## src/rtl/projectile_dog_ctl.sv

```systemverilog
// Ballistic trajectory controller for the dog's projectile: integrates 12.4 position once per vsync frame.
// Optional wind input (signed 0.4 px/frame² on vx) is compiled in when PROJECTILE_WIND_EN is defined.
module projectile_dog_ctl #(
    parameter int START_X     = 40,
    parameter int START_Y     = 120,
    parameter int GROUND_Y    = 30,
    parameter int X_MAX       = 800,
    parameter int GRAVITY     = 8,
    parameter int HOLD_FRAMES = 30
) (
    input  logic              clk,
    input  logic              rst,
    input  logic              vsync,
    input  logic              throw,
    input  logic              abort,
    input  logic [7:0]        vx_init,
    input  logic [7:0]        vy_init,
    input  logic [11:0]       target_lo,
    input  logic [11:0]       target_hi,
`ifdef PROJECTILE_WIND_EN
    input  logic signed [3:0] wind,
`endif
    output logic              enable,
    output logic [11:0]       x_pos,
    output logic [11:0]       y_pos,
    output logic              busy,
    output logic              hit,
    output logic              miss
);

    typedef enum logic [1:0] {
        IDLE   = 2'd0,
        ARM    = 2'd1,
        FLIGHT = 2'd2,
        HOLD   = 2'd3
    } state_t;

    localparam int HCW = (HOLD_FRAMES > 2) ? $clog2(HOLD_FRAMES) : 1;
    localparam logic [15:0]        START_X_FIX = 16'(START_X * 16);
    localparam logic [15:0]        START_Y_FIX = 16'(START_Y * 16);
    localparam logic [15:0]        GROUND_FIX  = 16'(GROUND_Y * 16);
    localparam logic signed [16:0] GROUND_CMP  = 17'(GROUND_Y * 16);
    localparam logic [15:0]        X_LIM_FIX   = 16'((X_MAX - 1) * 16);
    localparam logic [12:0]        X_MAX_W     = 13'(X_MAX);
    localparam logic [HCW-1:0]     HOLD_LAST   = HCW'(HOLD_FRAMES - 1);

    state_t                state_q, state_d;
    logic                  vsync_q;
    logic [15:0]           x_acc_q, x_acc_d;
    logic [15:0]           y_acc_q, y_acc_d;
    logic [7:0]            vx_q, vx_d;
    logic signed [11:0]    vy_q, vy_d;
    logic [HCW-1:0]        hold_cnt_q, hold_cnt_d;
    logic                  enable_q, enable_d;
    logic                  busy_q, busy_d;
    logic                  hit_q, hit_d;
    logic                  miss_q, miss_d;

    logic                  tick;
    logic [16:0]           x_next;
    logic signed [16:0]    y_next;
    logic signed [12:0]    vy_dec;
    logic [11:0]           vy_sat;
    logic [7:0]            vx_flight;
    logic                  in_window;

    assign tick = vsync & ~vsync_q;

    // Headroom bit on x_next keeps the screen-exit compare correct near the top of the 12-bit range.
    assign x_next    = {1'b0, x_acc_q} + {9'b0, vx_q};
    assign y_next    = $signed({1'b0, y_acc_q}) + $signed({{5{vy_q[11]}}, vy_q});
    assign vy_dec    = $signed({vy_q[11], vy_q}) - $signed(13'(GRAVITY));
    assign vy_sat    = (vy_dec < -13'sd2048) ? 12'h800 : vy_dec[11:0];
    assign in_window = (x_next[15:4] >= target_lo) && (x_next[15:4] <= target_hi);

`ifdef PROJECTILE_WIND_EN
    logic signed [9:0] vx_sum;
    assign vx_sum    = $signed({2'b00, vx_q}) + $signed({{6{wind[3]}}, wind});
    assign vx_flight = (vx_sum < 10'sd0)   ? 8'd0   :
                       (vx_sum > 10'sd255) ? 8'd255 : vx_sum[7:0];
`else
    assign vx_flight = vx_q;
`endif

    always_comb begin
        state_d    = state_q;
        x_acc_d    = x_acc_q;
        y_acc_d    = y_acc_q;
        vx_d       = vx_q;
        vy_d       = vy_q;
        hold_cnt_d = hold_cnt_q;
        hit_d      = 1'b0;
        miss_d     = 1'b0;

        if (abort) begin
            state_d = IDLE;
        end else begin
            case (state_q)
                IDLE: begin
                    if (throw) begin
                        x_acc_d = START_X_FIX;
                        y_acc_d = START_Y_FIX;
                        vx_d    = vx_init;
                        vy_d    = {4'b0000, vy_init};
                        state_d = ARM;
                    end
                end
                ARM: begin
                    if (tick) begin
                        state_d = FLIGHT;
                    end
                end
                FLIGHT: begin
                    if (tick) begin
                        vy_d = vy_sat;
                        vx_d = vx_flight;
                        // Landing wins over a simultaneous screen exit.
                        if (y_next < GROUND_CMP) begin
                            x_acc_d    = x_next[15:0];
                            y_acc_d    = GROUND_FIX;
                            hit_d      = in_window;
                            miss_d     = ~in_window;
                            hold_cnt_d = '0;
                            state_d    = HOLD;
                        end else if (x_next[16:4] >= X_MAX_W) begin
                            x_acc_d    = X_LIM_FIX;
                            y_acc_d    = y_next[15:0];
                            miss_d     = 1'b1;
                            hold_cnt_d = '0;
                            state_d    = HOLD;
                        end else begin
                            x_acc_d = x_next[15:0];
                            y_acc_d = y_next[15:0];
                        end
                    end
                end
                HOLD: begin
                    if (tick) begin
                        if (hold_cnt_q == HOLD_LAST) begin
                            state_d = IDLE;
                        end else begin
                            hold_cnt_d = hold_cnt_q + 1'b1;
                        end
                    end
                end
                default: state_d = IDLE;
            endcase
        end

        enable_d = (state_d != IDLE);
        busy_d   = (state_d != IDLE);
    end

    always_ff @(posedge clk or negedge rst) begin
        if (!rst) begin
            state_q    <= IDLE;
            vsync_q    <= 1'b0;
            x_acc_q    <= START_X_FIX;
            y_acc_q    <= START_Y_FIX;
            vx_q       <= '0;
            vy_q       <= '0;
            hold_cnt_q <= '0;
            enable_q   <= 1'b0;
            busy_q     <= 1'b0;
            hit_q      <= 1'b0;
            miss_q     <= 1'b0;
        end else begin
            state_q    <= state_d;
            vsync_q    <= vsync;
            x_acc_q    <= x_acc_d;
            y_acc_q    <= y_acc_d;
            vx_q       <= vx_d;
            vy_q       <= vy_d;
            hold_cnt_q <= hold_cnt_d;
            enable_q   <= enable_d;
            busy_q     <= busy_d;
            hit_q      <= hit_d;
            miss_q     <= miss_d;
        end
    end

    assign x_pos  = x_acc_q[15:4];
    assign y_pos  = y_acc_q[15:4];
    assign enable = enable_q;
    assign busy   = busy_q;
    assign hit    = hit_q;
    assign miss   = miss_q;

endmodule

```

## config.mk

```make
export PLATFORM = sky130hd
export DESIGN_NAME = projectile_dog_ctl
export DESIGN_NICKNAME = d
export VERILOG_FILES = /design/src/rtl/projectile_dog_ctl.sv
export SDC_FILE = /design/constraint.sdc
export NUM_CORES = 1
export LEC_CHECK = 0
export ABC_AREA = 1
export CAP_MARGIN = 20
export CORE_MARGIN = 2
export CORE_UTILIZATION = 40
export CTS_BUF_LIST = sky130_fd_sc_hd__clkbuf_16
export DETAILED_ROUTE_END_ITERATION = 16
export PLACE_DENSITY_LB_ADDON = 0.05
export SLEW_MARGIN = 20
export SYNTH_ARGS = -nofsm -noshare
export SYNTH_HDL_FRONTEND = slang
export SYNTH_SLANG_ARGS = --single-unit
```

## constraint.sdc

```tcl
create_clock -name clk -period 3.7 [get_ports clk]
set_clock_uncertainty 0.15 [all_clocks]
set_input_delay 0.74 -clock clk [delete_from_list [all_inputs] [get_ports clk]]
set_output_delay 0.74 -clock clk [all_outputs]
set_load 0.005 [all_outputs]
```

# --- Word level (Yosys, flattened, before mapping) ---
# Index checks and enable logic that the tools add are counted.
word_totals:
  in_bits: 45
  register_bits: 63
  word_cells: 77
  output_inout_bits: 28
classes:
  n_bitwise: 4
  reduce_logical: 8
  magnitude_cmp: 5
  n_eq_ne: 9
  muxes: 37
  addsub: 4
ops:
  columns: ["op", "n"]
  rows:
  - ["$mux 16", 7]
  - ["$pmux 16 s2", 2]
  - ["$mux 12", 3]
  - ["$mux 5", 5]
  - ["$pmux 12 s2", 1]
  - ["$add 16x8->17", 1]
  - ["$add 17x12->17", 1]
  - ["$lt 17x10->1 const B", 1]
  - ["$mux 2", 8]
  - ["$ge 13x10->1 const B", 1]
  - ["$lt 13x12->1 const B", 1]
  - ["$sub 12x5->13 const B", 1]
  - ["$ge 12x12->1", 1]
  - ["$le 12x12->1", 1]
  - ["$pmux 5 s2", 1]
  - ["$mux 1", 9]
  - ["$ne 2x2->1 const B", 4]
  - ["$pmux 2 s4", 1]
  - ["$reduce_and 6->1", 1]
  - ["$reduce_bool 2->1", 3]
  - ["$add 5x1->5 const B", 1]
  - ["$eq 5x5->1 const B", 1]
  - ["$eq 2x2->1 const B", 2]
  - ["$reduce_and 4->1", 1]
  - ["7 further kinds", 9]

# --- Depth between registers and ports, before layout ---
# Gate-level depths: netlist of the first run.
logic_depth:
  word_depth: 8
  mapped_depth: 21
  mapped_depth_nobuf: 21

# --- Least setup slack after synthesis of the first run ---
# No wires, ideal clock.
synth_path:
  path_type: "register to register"
  from: "reg x_acc_q[0]"
  to: "reg miss_q (netlist: miss)"
  stages_incl_launch_ff: 21
  setup_slack_ns: 0.738
  t_arrival_ns: 2.687
  n_path_buf: 0
  t_required_ns: 3.425
  setup_ns: 0.125
  period_less_slack_ns: 2.962
  cell_sequence: "dfrtp_1 ha_1 inv_1 fa_1 inv_1 nand3_1 nand3_1 nand3_1 nand2_1 nand3_1 nand2_1 inv_1 ha_1 nand2_1 inv_1 nand3_1 nor3_1 nand4_1 o21ai_0 nand3_2 nor2b_1"
synth_between:
  elab_chain_cells: 8
  word_cells_on_any_way: 11
  cone_classes: "add/sub: 1; order compare: 3; mux: 5; bitwise: 1; reduce/logical: 1"
synth_lines:
  columns: ["element", "line_no", "text"]
  rows:
  - ["start, declared", "49", "logic [15:0] x_acc_q, x_acc_d;"]
  - ["start signal, assigned", "158", "x_acc_q <= START_X_FIX;"]
  - ["start signal, assigned", "170", "x_acc_q <= x_acc_d;"]
  - ["$add 16x8->17 (*)", "70", "assign x_next = {1'b0, x_acc_q} + {9'b0, vx_q};"]
  - ["$ge 12x12->1 or $le 12x12->1 (tied branches)", "74", "assign in_window = (x_next[15:4] >= target_lo) && (x_next[15:4] <= target_hi);"]
  - ["$logic_and 1x1->1", "74", null]
  - ["$not 1->1", "122", "miss_d = ~in_window;"]
  - ["$mux 1 (*)", "118", "if (y_next < GROUND_CMP) begin"]
  - ["$mux 1 (*)", "114", "if (tick) begin"]
  - ["$mux 1 (*)", "98", "case (state_q)"]
  - ["$mux 1 (*)", "95", "if (abort) begin"]
  - ["named net miss_d", "57", "logic miss_q, miss_d;"]
  - ["end signal, assigned", "178", "miss_q <= miss_d;"]
  - ["end, declared", "57", null]
# Mark *: on every way through the listed nets, which the timed path passes. The rest lies on a longest branch.
# A chain may end at the register's enable or synchronous reset.

# --- Final worst setup path of the first run ---
# Ends and elaborated chain as after synthesis.

==> metrics.txt, run 1 <==
first-pass GRT wire length 23800 microns; Async SR Flop Fraction 100%; Worst Path Required 3.76 ns; Detailed Route Iter0 Violations 290; synthesized instance count 763; Final Hold Vio Count 0; Clock Latency Late Sink 0.34 ns; synth unique cells 48; kind of critical path flip-flop to flip-flop; Core Footprint 0.0132 sq mm; Nets 917; die area 0.0144 sq mm; Total Routing Usage GR 20.9%; EDFF count, synth 0; Critical-path top delay cell fa_1; row count 42; Synth top area share 26.5%; register area share after synthesis 29.4%; overall power 2440 uW; Leakage 0.00337 uW; final global-route overflow total 0; switch share 37.0%; Layout area overhead 19.1%; post-synth top area cell dfrtp_1; dominant cells by area after synthesis dfrtp_1 (27%), nand2_1 (15%), ha_1 (12%); vias per std cell 4.95; count of input and output buffers 72; Die Wd 120 microns; Synth Cell Area 0.00538 sq mm; Rel. slew slack 47.4%; routability congestion estimate from global placement 0.839; clock power share 30.9%; worst path arrival time 3.37 ns; syn avg cell area 7.05 sq um; Detailed Place HPWL 11200 microns; worst-path cell chain ha_1 > inv_1 > fa_1 > inv_1 > nand3_1 > nand3_1 > nand3_1 > nand2_1 > nand3_1 > nand2_1 > inv_1 > ha_1 > nand2_1 > inv_1 > nand3_1 > nor3_1 > nand4_1 > o21ai_1 > nand3_2 > nor2b_1; Starting Density 40.8%; Comb power frac 35.6%; placed cell count 984; Worst Setup SP x_acc_q[0]$_DFFE_PN0P_; H-tree levels 3; largest fanout on the critical path 4; CP max stage delay 0.41 ns; share of cells above drive strength 1 7.17%; status completed; Worst R2R Setup Slack 0.39 ns; crit start category flip-flop; clk slew on worst S/H paths 0.05 ns; Inserted Clock Buffers 9; reg2reg start x_acc_q[0]$_DFFE_PN0P_; via count 4949; CTS max path bufs 2; YS warnings 0; Post-synth top cells nand2_1 (220), inv_1 (122), dfrtp_1 (57); Period minus WS final 3.31 ns; boundary pin count 73; DRT Pass-1 Iters 5; max-cap check violation count 0; final WL 14000 microns; Worst-Margin Slew 0.789 ns; unrepaired setup endpoints after global routing false; crit end category flip-flop; most frequent cell after synthesis nand2_1; R2R cell count 20; HP Class input pin to asynchronous set/reset pin; max-slew violation count 0; Highest Clock Rate 302 MHz; die height 120 microns; root buf cell clkbuf_16; Buf+Inv Stages, Crit Path 4; DR DRC count 0; peak supply drop 278 uV; power share of the sequential group 33.5%; CTS tree done; initial antenna violation count 0; most used cell, CP nand3_1; main flop type after synthesis dfrtp_1; internal power 1530 uW; crit share post-route 89.4%; net switching power 902 uW; reg2reg end miss$_DFF_PN0_; Power Density 380 mW/mm^2; average wire per standard cell 14.0 microns; Non-Filler Instances 999; vias in the first global route 4778; Routed Antenna Nets 0; Syn Nets 861; Largest delay share family, worst path simple AND/OR/NAND/NOR gates; FF+latch count, synth 63; # clock sinks 63; number of diodes 0; Fin Setup TNS 0 ns; largest net degree at the start of global routing 37; # setup viols final 0
## worst max path at each step
stage	to	slack, ns	cells past startpoint
3_3_place_gp	miss$_DFF_PN0_	0.39	20
6_report	miss$_DFF_PN0_	0.39	20
2_1_floorplan	miss$_DFF_PN0_	0.74	20
3_5_place_dp	miss$_DFF_PN0_	0.30	20
4_1_cts	miss$_DFF_PN0_	0.28	20
5_1_grt	miss$_DFF_PN0_	0.02	20
## sequential cells by signal, indices dropped and copies added (netlist names)
register and cells:
state_q 2, vx_flight 8, vy_q 12, x_acc_q 16, busy 1, vsync_q 1, y_acc_q 16, miss 1
hold_cnt_q 5, hit 1
## power groups by stage
stage | registers (uW) | logic, uW | clock network, uW
2_1_floorplan | 803 | 625 | 0
3_3_place_gp | 822 | 859 | 0
3_5_place_dp | 827 | 864 | 0
4_1_cts | 815 | 870 | 782
5_1_grt | 825 | 995 | 811
6_report | 816 | 867 | 753
## cells in the final DEF, fill, tap and decap left out, drive strengths merged, types with 2 or more instances in the layout
cell,count
nand3,54
nand2,228
ha,51
clkinv,5
o21ai,32
a22oi,5
nor3,12
o22ai,5
xnor2,8
a21oi,31
dfrtp,57
dfstp,6
o31ai,5
mux2,7
nand3b,6
xor2,11
clkdlybuf4s50,71
nand4,15
fa,2
clkbuf,9
buf,8
inv,127
nor2,53
o21a,3
## logic make-up (layout without fill, tap and decap cells)
kind of cell / after synthesis / count (layout) / share of synthesized area [%]
buf+inv: 161 / 221 / 13.2
flops: 63 / 63 / 29.4
fa+ha+maj: 53 / 53 / 12.6
compound gates: 89 / 89 / 9.84
simple gates: 371 / 371 / 30.0
mux: 7 / 7 / 1.47
xor+xnor: 19 / 19 / 3.44
## per-stage QoR
stage	area, sq um	hold WS, ns	utilization (%)	setup slack (ns)
after detailed placement	6150	0.326	46.6	0.298
final	6400	0.334	48.5	0.393
after CTS	6400	0.340	48.5	0.275
after global placement	6150	0.320	46.6	0.387
after floorplan	5380	0.294	-	0.738
after global routing	6400	0.390	48.5	0.0205
## layer usage
metal	routed length, microns	up-vias	global-route usage, %
met2	6010	105	31.5
met1	7150	2284	30.4
met5	0	-	0
met3	639	13	3.28
li1	-	2547	-
met4	198	0	7.06
## cell type report
class | instances | area (sq um)
Clock buffer | 9 | 225
Clock inverter | 6 | 30.0
Fill cell | 1336 | 6790
Inverter | 127 | 477
Multi-Input combinational cell | 539 | 3090
Sequential cell | 63 | 1580
Tap cell | 176 | 220
Timing Repair Buffer | 79 | 781
## repair_timing
action	CTS	global route
resized for setup	0	1
setup endpoints to repair	0	2
hold buffers	0	0
buffers inserted	0	0
Note: power is estimated with default switching activity, not from simulation.
==> run 2, diff against run 1 <==
--- a/config.mk
+++ b/config.mk
@@ -7,6 +7,7 @@
 export LEC_CHECK = 0
 export ABC_AREA = 1
 export CAP_MARGIN = 20
+export CORE_ASPECT_RATIO = 0.6
 export CORE_MARGIN = 2
 export CORE_UTILIZATION = 40
 export CTS_BUF_LIST = sky130_fd_sc_hd__clkbuf_16
==> metrics.txt, run 2 (synthesis gave the netlist of run 1 again) <==
status completed; largest fanout on the critical path 4 (unchanged); Core Footprint 0.0130 sq mm (-1.7%); count of input and output buffers 72 (unchanged); Layout area overhead 19.6%; CTS tree done; vias per std cell 5.08 (+2.5%); Detailed Place HPWL 12000 microns (+7.1%); die area 0.0144 sq mm (+0.22%); Inserted Clock Buffers 9 (unchanged); H-tree levels 3 (unchanged); Worst Path Required 3.76 ns (about the same); Detailed Route Iter0 Violations 365 (+26%); Worst-Margin Slew 0.726 ns (-0.0626 ns); dpl cell area 0.00613 sq mm (-0.24%); Leakage 0.00339 uW (+0.56%); peak supply drop 181 uV (-35%); Worst R2R Setup Slack 0.40 ns (about the same); CTS max path bufs 2 (unchanged); most common cell after layout, fill and taps aside nand2_1; routability congestion estimate from global placement 0.864 (+2.9%); Routed Antenna Nets 0 (unchanged); Final Hold Vio Count 0 (unchanged); final global-route overflow total 0 (unchanged); Period minus WS final 3.30 ns (-0.00697 ns); final WL 15000 microns (+7.1%); Die Wd 154 microns (+28%); number of diodes 0 (unchanged); # clock sinks 63 (unchanged); Total Routing Usage GR 21.7% (+0.83 points); commonest cells after routing, fill and taps aside nand2_1 (220), inv_1 (123), clkdlybuf4s50_1 (71); DR DRC count 0 (unchanged); first-pass GRT wire length 24700 microns (+4.1%); vias in the first global route 4695 (-1.7%); Power Density 395 mW/mm^2 (+3.9%); Clock Latency Late Sink 0.33 ns (about the same); Starting Density 41.5% (+0.68 points); die height 93.8 microns (-22%); row count 32 (-24%); DRT Pass-1 Iters 5 (unchanged); largest net degree at the start of global routing 37 (unchanged); crit share post-route 89.2% (-0.19 points); post-cts resize count 0 (unchanged); CTS Hold Bufs 0 (unchanged); max-cap check violation count 0 (unchanged); Rel. slew slack 51.6% (+4.2 points); share of cells above drive strength 1 7.53% (+0.36 points); final instance area 0.00643 sq mm (+0.47%); Post-CTS Setup Inserts 0 (unchanged); worst path arrival time 3.36 ns (about the same); Fin Setup TNS 0 ns (unchanged); biggest regs x_acc_q x16, y_acc_q x16, vy_q x12; boundary pin count 73 (unchanged); initial antenna violation count 0 (unchanged); max-slew violation count 0 (unchanged); root buf cell clkbuf_16; HP Class input pin to asynchronous set/reset pin; Highest Clock Rate 303 MHz (+0.21%); crit start category flip-flop; Nets 916 (-0.11%); crit end category flip-flop; unrepaired setup endpoints after global routing false; average wire per standard cell 15.1 microns (+7.8%); Hold Slack 0.313 ns (-0.0209 ns); kind of critical path flip-flop to flip-flop; # setup viols final 0 (unchanged); via count 5042 (+1.9%); clk slew on worst S/H paths 0.06 ns (about the same)
==> run 2: cell types whose count changed in the layout (fill, tap and decap cells not counted) <==
cell,before,now
nor3_2,1,2
nand3_1,49,48
nor3_1,11,10
buf_4,6,5
clkinv_4,0,1
bufinv_16,0,1
clkinv_1,2,1
nand3_2,5,6
==> run 2: layer usage <==
layer / global-route usage, % / up-vias / wire, microns
li1: - / 2545 / -
met1: 36.5 / 2321 / 8690
met2: 27.6 / 166 / 5190
met3: 4.29 / 10 / 1010
met4: 3.75 / 0 / 106
met5: 0 / - / 0
==> run 2: critical path, cell delays in order, from the launching register on <==
cell,delay (ns)
dfrtp_1,0.36
ha_1,0.21
inv_1,0.07
fa_1,0.40
inv_1,0.09
nand3_1,0.08
nand3_2,0.12
nand3_1,0.09
nand2_1,0.15
nand3_1,0.09
nand2_1,0.14
inv_1,0.08
ha_1,0.27
nand2_1,0.07
inv_1,0.08
nand3_1,0.09
nor3_2,0.15
nand4_1,0.10
o21ai_1,0.16
nand3_2,0.10
nor2b_1,0.14
==> run 2: path summary, 6_finish.rpt <==
kind | from | endpoint | cells after the start
hold reg to reg | y_acc_q[0]$_DFFE_PN0P_ | y_acc_q[0]$_DFFE_PN0P_ | 2
max in group asynchronous | rst | y_acc_q[10]$_DFFE_PN1P_ | 2
min in group clk | y_acc_q[0]$_DFFE_PN0P_ | y_acc_q[0]$_DFFE_PN0P_ | 2
setup reg to reg | x_acc_q[0]$_DFFE_PN0P_ | miss$_DFF_PN0_ | 20
setup / recovery | x_acc_q[0]$_DFFE_PN0P_ | miss$_DFF_PN0_ | 20
hold / removal | rst | x_acc_q[8]$_DFFE_PN0P_ | 1
==> run 2: area by class of cell <==
cell class              count  area [sq um]
well taps                 170           213
clock buffers               9           225
clock inverters             7          65.1
inverters                 127           477
fillers                  1293          6540
flip-flops and latches     63          1580
repair buffers             78           773
multi-input cells         539          3100
==> run 2: through the flow <==
stage | util [%] | setup slack [ns] | power (uW) | instances
2_1_floorplan | - | 0.738 | 1430 | 763
3_3_place_gp | 47.3 | 0.425 | 1680 | 977
3_5_place_dp | 47.3 | 0.273 | 1700 | 977
4_1_cts | 49.5 | 0.260 | 2550 | 993
5_1_grt | 49.6 | 0.0877 | 2730 | 993
6_report | 49.6 | 0.400 | 2540 | 993
==> run 2: power breakdown <==
group	switching [uW]	internal, uW	leakage (uW)
Sequential	62.6	757	0.000815
Combinational	553	332	0.00243
Clock	323	516	0.000146
Total	939	1600	0.00339
==> run 3, diff against run 2 <==
--- a/config.mk
+++ b/config.mk
@@ -8,7 +8,6 @@
 export ABC_AREA = 1
 export CAP_MARGIN = 20
 export CORE_ASPECT_RATIO = 0.6
-export CORE_MARGIN = 2
 export CORE_UTILIZATION = 40
 export CTS_BUF_LIST = sky130_fd_sc_hd__clkbuf_16
 export DETAILED_ROUTE_END_ITERATION = 16
==> metrics.txt, run 3 (synthesis gave the netlist of run 1 again) <==
status completed; CTS Hold Bufs 0 (unchanged); final WL 15000 microns (-0.28%); Detailed Place HPWL 12200 microns (+1.4%); Worst R2R Setup Slack 0.36 ns (-0.04 ns); Total Routing Usage GR 22.8% (+1.1 points); CTS max path bufs 2 (unchanged); crit share post-route 90.2% (+0.97 points); Routed Antenna Nets 0 (unchanged); Clock Latency Late Sink 0.33 ns (about the same); Power Density 395 mW/mm^2 (about the same); Post-CTS Setup Inserts 0 (unchanged); Period minus WS final 3.34 ns (+0.0360 ns); DR top layer met4; worst path arrival time 3.39 ns (+0.03 ns); die area 0.0139 sq mm (-3.4%); crit start category flip-flop; vias per std cell 5.00 (-1.5%); routability congestion estimate from global placement 0.875 (+1.2%); post-cts resize count 0 (unchanged); boundary pin count 73 (unchanged); hold path start x_acc_q[0]$_DFFE_PN0P_; count of input and output buffers 72 (unchanged); initial antenna violation count 0 (unchanged); commonest cells after routing, fill and taps aside nand2_1 (220), inv_1 (122), clkdlybuf4s50_1 (71); Worst Setup Slack, final 0.364 ns (-0.0360 ns); DR DRC count 0 (unchanged); first-pass GRT wire length 24400 microns (-1.6%); vias in the first global route 4706 (+0.23%); largest fanout on the critical path 4 (unchanged); DRT Pass-1 Iters 5 (unchanged); # setup viols final 0 (unchanged); dpl ws 0.203 ns (-0.0698 ns); Inserted Clock Buffers 9 (unchanged); HP Class flip-flop to flip-flop; max-cap check violation count 0 (unchanged); DR WL met2 5440 microns (+4.7%); CTS tree done; Layout area overhead 19.5% (about the same); final global-route overflow total 0 (unchanged); unrepaired setup endpoints after global routing false; Nets 916 (unchanged); biggest regs x_acc_q x16, y_acc_q x16, vy_q x12; reg2reg end miss$_DFF_PN0_; largest net degree at the start of global routing 64 (+73%); reg2reg start vx_flight[0]$_DFFE_PN0P_; kind of critical path flip-flop to flip-flop; H-tree levels 3 (unchanged); max-slew violation count 0 (unchanged); peak supply drop 201 uV (+11%); Starting Density 41.5% (unchanged); die height 91.8 microns (-2.1%); Die Wd 152 microns (-1.3%); crit end category flip-flop; number of diodes 0 (unchanged); Rel. slew slack 44.9% (-6.7 points); Highest Clock Rate 300 MHz (-1.1%); placed cell count 977 (unchanged); most common cell after layout, fill and taps aside nand2_1; average wire per standard cell 15.1 microns (-0.28%); Worst Hold Path EP x_acc_q[0]$_DFFE_PN0P_; Worst Path Required 3.76 ns (about the same); number of fill cells 1265 (-2.2%); Core Footprint 0.0130 sq mm (unchanged); Final Hold Vio Count 0 (unchanged); R2R cell count 20 (unchanged); Met3 Wirelength 1040 microns (+2.4%); share of cells above drive strength 1 7.53% (unchanged); row count 32 (unchanged); Worst-Margin Slew 0.827 ns (+0.101 ns); overall power 2540 uW (about the same); Detailed Route Iter0 Violations 398 (+9.0%); # clock sinks 63 (unchanged); Met1 Wirelength 8370 microns (-3.6%); Non-Filler Instances 993 (unchanged); Worst Hold Path Cells 2; Leakage 0.00338 uW (-0.46%); root buf cell clkbuf_16; Fin Setup TNS 0 ns (unchanged); clk slew on worst S/H paths 0.06 ns (about the same); via count 4967 (-1.5%)
[run 3: worst max-delay path by stage]
stage | slack, ns | to | depth (start not counted) | from
final | 0.36 | miss$_DFF_PN0_ | 20 | vx_flight[0]$_DFFE_PN0P_
after global routing | 0.06 | miss$_DFF_PN0_ | 20 | vx_flight[0]$_DFFE_PN0P_
after CTS | 0.19 | miss$_DFF_PN0_ | 20 | vx_flight[0]$_DFFE_PN0P_
after detailed placement | 0.20 | miss$_DFF_PN0_ | 20 | vx_flight[0]$_DFFE_PN0P_
after global placement | 0.44 | miss$_DFF_PN0_ | 20 | x_acc_q[0]$_DFFE_PN0P_
after floorplan | 0.74 | miss$_DFF_PN0_ | 20 | x_acc_q[0]$_DFFE_PN0P_
[run 3: layout make-up]
class	instances	area, sq um	area share, %
Clock buffer	9	225	3.50
Clock inverter	7	73.8	1.15
Inverter	127	477	7.41
Multi-Input combinational cell	539	3100	48.2
Sequential cell	63	1580	24.6
Tap cell	170	213	3.31
Timing Repair Buffer	78	761	11.8
[run 3: worst max-delay path, cell delays in order, from the launching register on]
cell     delay, ns
dfrtp_1       0.36
ha_1          0.22
inv_1         0.07
fa_1          0.41
inv_1         0.09
nand3_1       0.09
nand3_2       0.14
nand3_1       0.09
nand2_1       0.14
nand3_1       0.10
nand2_1       0.12
inv_1         0.07
ha_1          0.28
nand2_1       0.07
inv_1         0.07
nand3_1       0.08
nor3_2        0.16
nand4_1       0.10
o21ai_1       0.15
nand3_2       0.10
nor2b_1       0.15
[run 3: metal layers]
layer	global-route usage, %	vias to the layer above
li1	-	2546
met5	0	-
met2	30.3	158
met3	5.47	13
met4	3.71	0
met1	36.6	2250
[run 3: per-stage QoR]
step,util (%),instance area [sq um],hold WS [ns]
global placement,47.2,6120,0.320
detailed placement,47.2,6120,0.336
global route,49.6,6430,0.378
CTS,49.5,6420,0.351
floorplan,-,5380,0.294
finish,49.6,6430,0.346
[run 3: where the power goes]
group / switching, uW / internal, uW
Sequential: 62.6 / 757
Clock: 324 / 521
Combinational: 549 / 329
Total: 935 / 1610
